$ cat config.mk
export PLATFORM = sky130hd
export DESIGN_NAME = div_unit
export DESIGN_NICKNAME = d
export VERILOG_FILES = /design/src/rtl/div_unit.sv
export SDC_FILE = /design/constraint.sdc
export NUM_CORES = 1
export LEC_CHECK = 0
export CAP_MARGIN = 30
export CORE_ASPECT_RATIO = 1.75
export CORE_MARGIN = 4
export CORE_UTILIZATION = 60
export DETAILED_ROUTE_END_ITERATION = 10
export HOLD_SLACK_MARGIN = 0.06
export PLACE_DENSITY = 0.83
export RECOVER_POWER = 50
export SETUP_SLACK_MARGIN = 0.05
export SYNTH_ARGS = -nofsm -noshare
export SYNTH_HDL_FRONTEND = slang
export SYNTH_SLANG_ARGS = --single-unit
$ cat constraint.sdc
create_clock -name clk -period 5.9 [get_ports clk]
set_clock_uncertainty 0.15 [all_clocks]
set_input_delay 0.885 -clock clk [delete_from_list [all_inputs] [get_ports clk]]
set_output_delay 0.885 -clock clk [all_outputs]
set_load 0.01 [all_outputs]
$ cat src/rtl/div_unit.sv
// Iterative RV32M divider (DIV/DIVU/REM/REMU): radix-2 restoring, one quotient bit per cycle.
// Divide-by-zero and signed overflow bypass the iteration and complete in one cycle.
`timescale 1ns/1ps
module div_unit #(
   parameter int XLEN = 32
) (
   input  logic            clk,
   input  logic            rst_n,
   input  logic            start,
   input  logic [1:0]      divop,
   input  logic [XLEN-1:0] opr_a,
   input  logic [XLEN-1:0] opr_b,
   input  logic            flush,
   output logic            busy,
   output logic            done,
   output logic [XLEN-1:0] div_res,
   output logic [1:0]      dbg_state_o
);

   localparam int CNT_W = $clog2(XLEN);

   localparam logic [1:0] ST_IDLE = 2'd0;
   localparam logic [1:0] ST_CALC = 2'd1;
   localparam logic [1:0] ST_DONE = 2'd2;

   localparam logic [XLEN-1:0] MIN_NEG  = {1'b1, {(XLEN-1){1'b0}}};
   localparam logic [XLEN-1:0] ALL_ONES = {XLEN{1'b1}};

   logic [1:0]      state_q, state_d;
   logic [CNT_W-1:0] cnt_q, cnt_d;
   // The partial remainder is always below the divisor after a step, so its
   // 33rd bit is constant zero and only exists transiently inside the trial value.
   logic [XLEN-1:0] rem_q, rem_d;
   logic [XLEN-1:0] quo_q, quo_d;
   logic [XLEN-1:0] dvs_q, dvs_d;
   logic            rem_sel_q, rem_sel_d;
   logic            q_neg_q, q_neg_d;
   logic            r_neg_q, r_neg_d;
   logic [XLEN-1:0] res_q, res_d;

   logic            signed_op;
   logic            a_neg;
   logic            b_neg;
   logic [XLEN-1:0] a_mag;
   logic [XLEN-1:0] b_mag;
   logic            div_zero;
   logic            sgn_ovf;
   logic [XLEN-1:0] spec_res;

   logic [XLEN:0]   trial;
   logic            trial_ge;
   logic [XLEN-1:0] rem_step;
   logic [XLEN-1:0] quo_step;
   logic [XLEN-1:0] quo_fin;
   logic [XLEN-1:0] rem_fin;
   logic            last_step;

   // Operand preparation for a launch in IDLE.
   always_comb begin
      signed_op = ~divop[0];
      a_neg     = signed_op & opr_a[XLEN-1];
      b_neg     = signed_op & opr_b[XLEN-1];
      a_mag     = a_neg ? (~opr_a + 1'b1) : opr_a;
      b_mag     = b_neg ? (~opr_b + 1'b1) : opr_b;
      div_zero  = (opr_b == '0);
      sgn_ovf   = signed_op && (opr_a == MIN_NEG) && (opr_b == ALL_ONES);
      if (div_zero) begin
         spec_res = divop[1] ? opr_a : ALL_ONES;
      end else begin
         spec_res = divop[1] ? '0 : MIN_NEG;
      end
   end

   // One restoring step: shift the next dividend bit in and try to subtract.
   always_comb begin
      trial     = {rem_q, quo_q[XLEN-1]};
      trial_ge  = (trial >= {1'b0, dvs_q});
      if (trial_ge) begin
         rem_step = trial[XLEN-1:0] - dvs_q;
      end else begin
         rem_step = trial[XLEN-1:0];
      end
      quo_step  = {quo_q[XLEN-2:0], trial_ge};
      quo_fin   = q_neg_q ? (~quo_step + 1'b1) : quo_step;
      rem_fin   = r_neg_q ? (~rem_step + 1'b1) : rem_step;
      last_step = (cnt_q == CNT_W'(XLEN - 1));
   end

   always_comb begin
      state_d   = state_q;
      cnt_d     = cnt_q;
      rem_d     = rem_q;
      quo_d     = quo_q;
      dvs_d     = dvs_q;
      rem_sel_d = rem_sel_q;
      q_neg_d   = q_neg_q;
      r_neg_d   = r_neg_q;
      res_d     = res_q;

      case (state_q)
         ST_IDLE: begin
            if (!flush && start) begin
               rem_sel_d = divop[1];
               q_neg_d   = a_neg ^ b_neg;
               r_neg_d   = a_neg;
               if (div_zero || sgn_ovf) begin
                  res_d   = spec_res;
                  state_d = ST_DONE;
               end else begin
                  cnt_d   = '0;
                  rem_d   = '0;
                  quo_d   = a_mag;
                  dvs_d   = b_mag;
                  state_d = ST_CALC;
               end
            end
         end
         ST_CALC: begin
            if (flush) begin
               state_d = ST_IDLE;
            end else begin
               rem_d = rem_step;
               quo_d = quo_step;
               cnt_d = cnt_q + 1'b1;
               if (last_step) begin
                  res_d   = rem_sel_q ? rem_fin : quo_fin;
                  state_d = ST_DONE;
               end
            end
         end
         ST_DONE: begin
            state_d = ST_IDLE;
         end
         default: begin
            state_d = ST_IDLE;
         end
      endcase
   end

   always_ff @(posedge clk or negedge rst_n) begin
      if (!rst_n) begin
         state_q   <= ST_IDLE;
         cnt_q     <= '0;
         rem_q     <= '0;
         quo_q     <= '0;
         dvs_q     <= '0;
         rem_sel_q <= 1'b0;
         q_neg_q   <= 1'b0;
         r_neg_q   <= 1'b0;
         res_q     <= '0;
      end else begin
         state_q   <= state_d;
         cnt_q     <= cnt_d;
         rem_q     <= rem_d;
         quo_q     <= quo_d;
         dvs_q     <= dvs_d;
         rem_sel_q <= rem_sel_d;
         q_neg_q   <= q_neg_d;
         r_neg_q   <= r_neg_d;
         res_q     <= res_d;
      end
   end

   // Handshake: busy is high in every non-IDLE state; done pulses for the single
   // DONE cycle and div_res is valid then and held until the next completion.
   // Both are pure state decodes, so start/flush never reach them combinationally.
   assign busy        = (state_q != ST_IDLE);
   assign done        = (state_q == ST_DONE);
   assign div_res     = res_q;
   assign dbg_state_o = state_q;

endmodule

# Word-level counts from Yosys, hierarchy flattened
# Index checks and enable logic that the tools add are counted.
[word_totals] ff_bits=138 latch_bits=0 ramBits=0 mem_bits_ro=0 in_bits=70 out_inout_bits=36 wordCells=81 memories=0
[op_classes] add_sub_neg=6 multipliers=0 div_mod_pow=0 n_lt_le_gt_ge=1 n_eq_ne=11 shift=0 n_mux=31 bitwise_logic=9 reduce_logical=14
[op_table] operator="32-bit 2-to-1 mux" n=19
[op_table] operator="32-bit case mux with 2 select lines" n=3
[op_table] operator="32-bit by 1-bit adder with 32-bit output, second input constant" n=4
[op_table] operator="32-bit NOT" n=4
[op_table] operator="32-bit == test, second input constant" n=2
[op_table] operator="33-bit by 32-bit >= comparator with 1-bit output" n=1
[op_table] operator="32-bit logical NOT" n=1
[op_table] operator="32-bit subtractor" n=1
[op_table] operator="5-bit 2-to-1 mux" n=3
[op_table] operator="2-bit != test, second input constant" n=5
[op_table] operator="5-bit case mux with 2 select lines" n=1
[op_table] operator="2-bit 2-to-1 mux" n=4
[op_table] operator="5-bit by 1-bit adder with 5-bit output, second input constant" n=1
[op_table] operator="5-bit == test, second input constant" n=1
[op_table] operator="5-bit AND reduction" n=1
[op_table] operator="2-bit case mux with 2 select lines" n=1
[op_table] operator="2-bit AND reduction" n=2
[op_table] operator="4-bit AND reduction" n=1
[op_table] operator="2-bit nonzero test" n=2
[op_table] operator="1-bit logical AND" n=3
[op_table] operator="3-bit != test, second input constant" n=1
[op_table] operator="3-bit AND reduction" n=1
[op_table] operator="1-bit bitwise AND" n=2
[op_table] operator="2-bit by 1-bit == test with 1-bit output, second input constant" n=1
[op_table] operator="6 further kinds" n=7

# Depth between registers and ports, before layout
[logic_depth] depth_word=9 depth_mapped=23

# Least setup slack after synthesis
# OpenSTA, ideal clock, no wires.
[synth_path] path_kind="flip-flop to flip-flop" start="register rem_q[27]" end="register res_q[28] (netlist: div_res[28])" setup_time_ns=0.119 arrival_ns=4.551 slack_ns=1.081 path_stages_with_launch=23 n_path_buf=3 period_less_slack_ns=4.819 path_cell_list="dfrtp_1 -> ha_1 -> buf_6 -> a21o_1 -> o21bai_4 -> a211oi_2 -> nor2_1 -> a311oi_4 -> nand2_4 -> inv_2 -> buf_2 -> buf_2 -> ha_1 -> nand3b_1 -> or4_1 -> nand2b_1 -> o31ai_1 -> xor2_1 -> nor3_1 -> nor3_1 -> nand2_1 -> mux2i_1 -> nor2_1"
[synth_via] elab_chain_cells=9 elab_cells_between_ends=13 classes_between="3 x add/sub; 1 x order compare; 7 x mux; 2 x bitwise"
[synth_lines] item="from (decl)" line="33" text="logic [XLEN-1:0] rem_q, rem_d;"
[synth_lines] item="from (signal assigned)" line="154" text="rem_q <= rem_d;"
[synth_lines] item="32-bit subtractor / 33-bit by 32-bit >= comparator with 1-bit output (equally long branches)" line="79, 77"
[synth_lines] item="32-bit 2-to-1 mux" line="78" text="if (trial_ge) begin"
[synth_lines] item="32-bit NOT" line="85" text="rem_fin = r_neg_q ? (~rem_step + 1'b1) : rem_step;"
[synth_lines] item="32-bit by 1-bit adder with 32-bit output" line="85"
[synth_lines] item="32-bit 2-to-1 mux" line="85"
[synth_lines] item="32-bit 2-to-1 mux (*)" line="126" text="res_d = rem_sel_q ? rem_fin : quo_fin;"
[synth_lines] item="32-bit 2-to-1 mux (*)" line="125" text="if (last_step) begin"
[synth_lines] item="32-bit 2-to-1 mux (*)" line="119" text="if (flush) begin"
[synth_lines] item="32-bit case mux with 2 select lines (*)" line="100" text="case (state_q)"
[synth_lines] item="to (signal assigned)" line="160" text="res_q <= res_d;"
[synth_lines] item="to (decl)" line="39" text="logic [XLEN-1:0] res_q, res_d;"
# Mark *: on every way between the ends. The rest lies on a longest branch, timed or not. The select of a mux whose other input is x is not followed.
# A chain may end at the register's enable or synchronous reset.

# Worst setup path in the final report
[layout_path] start="register rem_q[29]" end="register res_q[30] (netlist: div_res[30])"
# The elaborated chain is that of the path after synthesis.

==> impl_metrics.env <==
export IMPL_drtPass1Iterations=5
export IMPL_clk_insertion_delay_late_ns=0.44
export IMPL_crit_required_ns=6.07
export IMPL_synth_ff_latch_count=138
export IMPL_failed_checks="capacitance limit, slew limit"
export IMPL_clock_path_buffers=2
export IMPL_fillerInstances=1603
export IMPL_dieArea_um2=22000
export IMPL_fin_tns_setup_ns=0
export IMPL_synth_top_cell_area_share_pct=29.4
export IMPL_root_buffer="clkbuf_16"
export IMPL_highest_layer="met4"
export IMPL_synth_edff_count=0
export IMPL_path_clk_slew_ns=0.06
export IMPL_detailroute_wirelength_met2_mm=19.3
export IMPL_dieWidth_um=114
export IMPL_r2r_setup_slack_ns=0.79
export IMPL_final_core_occ_pct=70.8
export IMPL_via_per_inst=6.57
export IMPL_cts_resized_gates=0
export IMPL_coreArea_um2=19200
export IMPL_synthesis_yosys_warnings=0
export IMPL_postRouteAntennaNets=0
export IMPL_post_syn_instances=1507
export IMPL_postRouteWirelength_mm=38.0
export IMPL_cts_hold_buf=0
export IMPL_start_util_pct=61.3
export IMPL_path_depth_of_the_worst_reg2reg_path=17
export IMPL_post_synth_top_count_cell="nand2_1"
export IMPL_grt_use_total_pct=34.4
export IMPL_worst_hold_path_num_cells=2
export IMPL_met1Wirelength_mm=13.6
export IMPL_post_route_min_period_ns=5.11
export IMPL_post_route_period_util_pct=86.6
export IMPL_clock_tree_htree_level_count=4
export IMPL_vias=12000
export IMPL_report_final_setup_viol=0
export IMPL_yosysSeqAreaShare_pct=29.4
export IMPL_drc=0
export IMPL_max_freq_mhz=196
export IMPL_placed_cell_area_um2=13000
export IMPL_grt_start_max_net_pins=99
export IMPL_number_of_distinct_standard_cells_referenced_by_the_synthesized_netlist=86
export IMPL_critPathLaunchType="flip-flop"
export IMPL_fin_area_um2=13600
export IMPL_portBuffers=105
export IMPL_grt_pass1_wl_mm=60.8
export IMPL_setup_worst_path_class="flip-flop to flip-flop"
export IMPL_place_detailed_instances=1789
export IMPL_cts_tree="built"
export IMPL_synth_nets=1617
export IMPL_post_route_cells_drive_above_1_share_pct=5.82
export IMPL_synth_largest_area_cell="dfrtp_1"
export IMPL_timing_hold_violations_final=0
export IMPL_synth_cell_area_um2=11800
export IMPL_final_instance_count_excl_fill=1821
export IMPL_numCtsBuffers=17
export IMPL_timing_worst_slew_pin_value_ns=2.59
export IMPL_dominantRegCellSynth="dfrtp_1"
export IMPL_ios=106
export IMPL_maxSlewViolCount=141
export IMPL_detail_route_wl_per_cell_um=20.9
export IMPL_n_diodes=0
export IMPL_first_global_vias=11900
export IMPL_power_ir_vdd_worst_uv=261
export IMPL_cp_end_kind="flip-flop"
export IMPL_postCtsSetupBuffers=0
export IMPL_met3RoutedLength_mm=2.58
export IMPL_die_height_um=193
export IMPL_initialDrtViolationCount=904
export IMPL_worstPathArrival_ns=5.28
export IMPL_cellLeakagePower_nw=5.71
export IMPL_synth_area_top_cells="dfrtp_1 (29%), o21ai_0 (7.0%), nand2_1 (5.6%)"
export IMPL_relSlewSlack_pct=-72.4
export IMPL_grt_antenna_before_repair=0
export IMPL_layout_area_overhead_vs_synth_pct=15.6
export IMPL_dp_hpwl_mm=28.7
export IMPL_grt_setup_unrepaired="false"
export IMPL_grt_remaining_overflow=0
export IMPL_worstHoldPathType="flip-flop to flip-flop"
export IMPL_outcome="complete, but fails checks"
export IMPL_async_flop_share_pct=100
export IMPL_number_of_max_cap_violations=2
export IMPL_synthTopCellsByCount="nand2_1 (174), o21ai_0 (165), dfrtp_1 (138)"
export IMPL_nets=1677
export IMPL_crit_path_max_fanout=7
export IMPL_power_density_nw_per_um2=256
export IMPL_synth_area_per_cell_um2=7.80
export IMPL_gpl_final_weighted_congestion=0.983
export IMPL_clock_sink_count=138
export IMPL_rows=67
## cell usage in the layout (no fill, tap or decap), types with 6 or more instances in the layout
cell,netlist,layout
nand2_1,174,174
o21ai_0,165,165
dfrtp_1,138,138
a21oi_1,127,127
nor2_1,113,112
clkdlybuf4s50_1,0,87
xnor2_1,70,70
inv_1,66,66
xor2_1,60,60
ha_1,39,39
mux2i_1,27,27
or3_1,28,27
a31oi_1,26,26
nand3_1,25,25
nand2b_1,25,25
o31ai_1,24,24
nand4_1,23,23
nor3_1,23,23
a21o_1,21,21
nor2b_1,21,20
buf_4,1,20
clkbuf_16,0,17
dlygate4sd3_1,0,17
o41ai_1,15,15
and3_1,13,13
or4_1,13,13
nor4_1,13,12
a211oi_1,11,11
o21ai_1,10,10
o21a_1,10,10
o211ai_1,9,9
o22ai_1,9,9
a211o_1,6,6
o221ai_1,6,6
nand3b_1,6,6
## registers in the layout, summed over array words and instances (netlist names)
name / flops
quo_q: 32
rem_sel_q: 1
q_neg_q: 1
div_res: 32
cnt_q: 5
dbg_state_o: 2
dvs_q: 32
r_neg_q: 1
rem_q: 32
## logic make-up (layout without fill, tap and decap cells)
kind of cell / Yosys count / count (layout) / share of synthesized area (%)
AND/OR/NAND/NOR: 501 / 501 / 20.8
adder cells (fa/ha/maj): 40 / 40 / 4.32
multiplexers: 32 / 32 / 2.87
XOR/XNOR: 130 / 130 / 9.68
flip-flops: 138 / 138 / 29.4
buffers and inverters: 155 / 228 / 5.21
AO/OA/AOI/OAI: 511 / 511 / 27.7
## critical path, stage by stage (launching register included)
cell and delay, ns:
dfrtp_1 0.41, ha_1 0.41, nand2_1 0.08, nor2_1 0.52, nor4b_1 0.44, buf_2 0.25
a311oi_4 0.13, nand2_4 0.14, inv_2 0.10, mux2i_1 0.27, ha_1 0.29, nand2_1 0.06
or4_1 0.43, a22oi_1 0.39, nand3_1 0.20, o41ai_2 0.38, mux2i_1 0.27, a211oi_2 0.05
## through the flow
step | hold WS (ns) | setup WS [ns] | total power [mW]
after floorplan | 0.320 | 1.08 | 1.95
after global placement | 0.318 | 0.418 | 2.27
after detailed placement | 0.323 | 0.533 | 2.29
after CTS | 0.337 | 0.898 | 3.47
after global routing | 0.356 | 0.514 | 3.66
final | 0.326 | 0.788 | 3.49
## report_power, final
group          switching (mW)  internal (mW)  leakage (nW)  total (mW)
Combinational           0.714          0.429          3.59        1.14
Sequential              0.123           1.05          1.82        1.18
Clock                   0.449          0.720         0.299        1.17
Total                    1.29           2.20          5.71        3.49
## final cells by class
class,count,area [µm²],share of cell area (%)
multi-input cells,1214,7720,56.7
flip-flops and latches,138,3450,25.4
repair buffers,129,1240,9.12
clock buffers,18,439,3.23
well taps,241,302,2.22
inverters,67,251,1.85
clock inverters,14,195,1.44
## layer usage
metal / GRT usage [%] / vias up
met5: 0 / -
met2: 60.5 / 613
met4: 21.0 / 0
li1: - / 5592
met3: 5.31 / 163
met1: 38.1 / 5599
## path summary, 6_finish.rpt
kind	start	endpoint
max	rem_q[29]	div_res[30]
min	div_res[1]	div_res[1]
max reg2reg	rem_q[29]	div_res[30]
min reg2reg	div_res[1]	div_res[1]
max in group asynchronous	rst_n	quo_q[22]
min in group asynchronous	rst_n	dvs_q[5]
No activity file was read; power rests on OpenSTA's default activity.
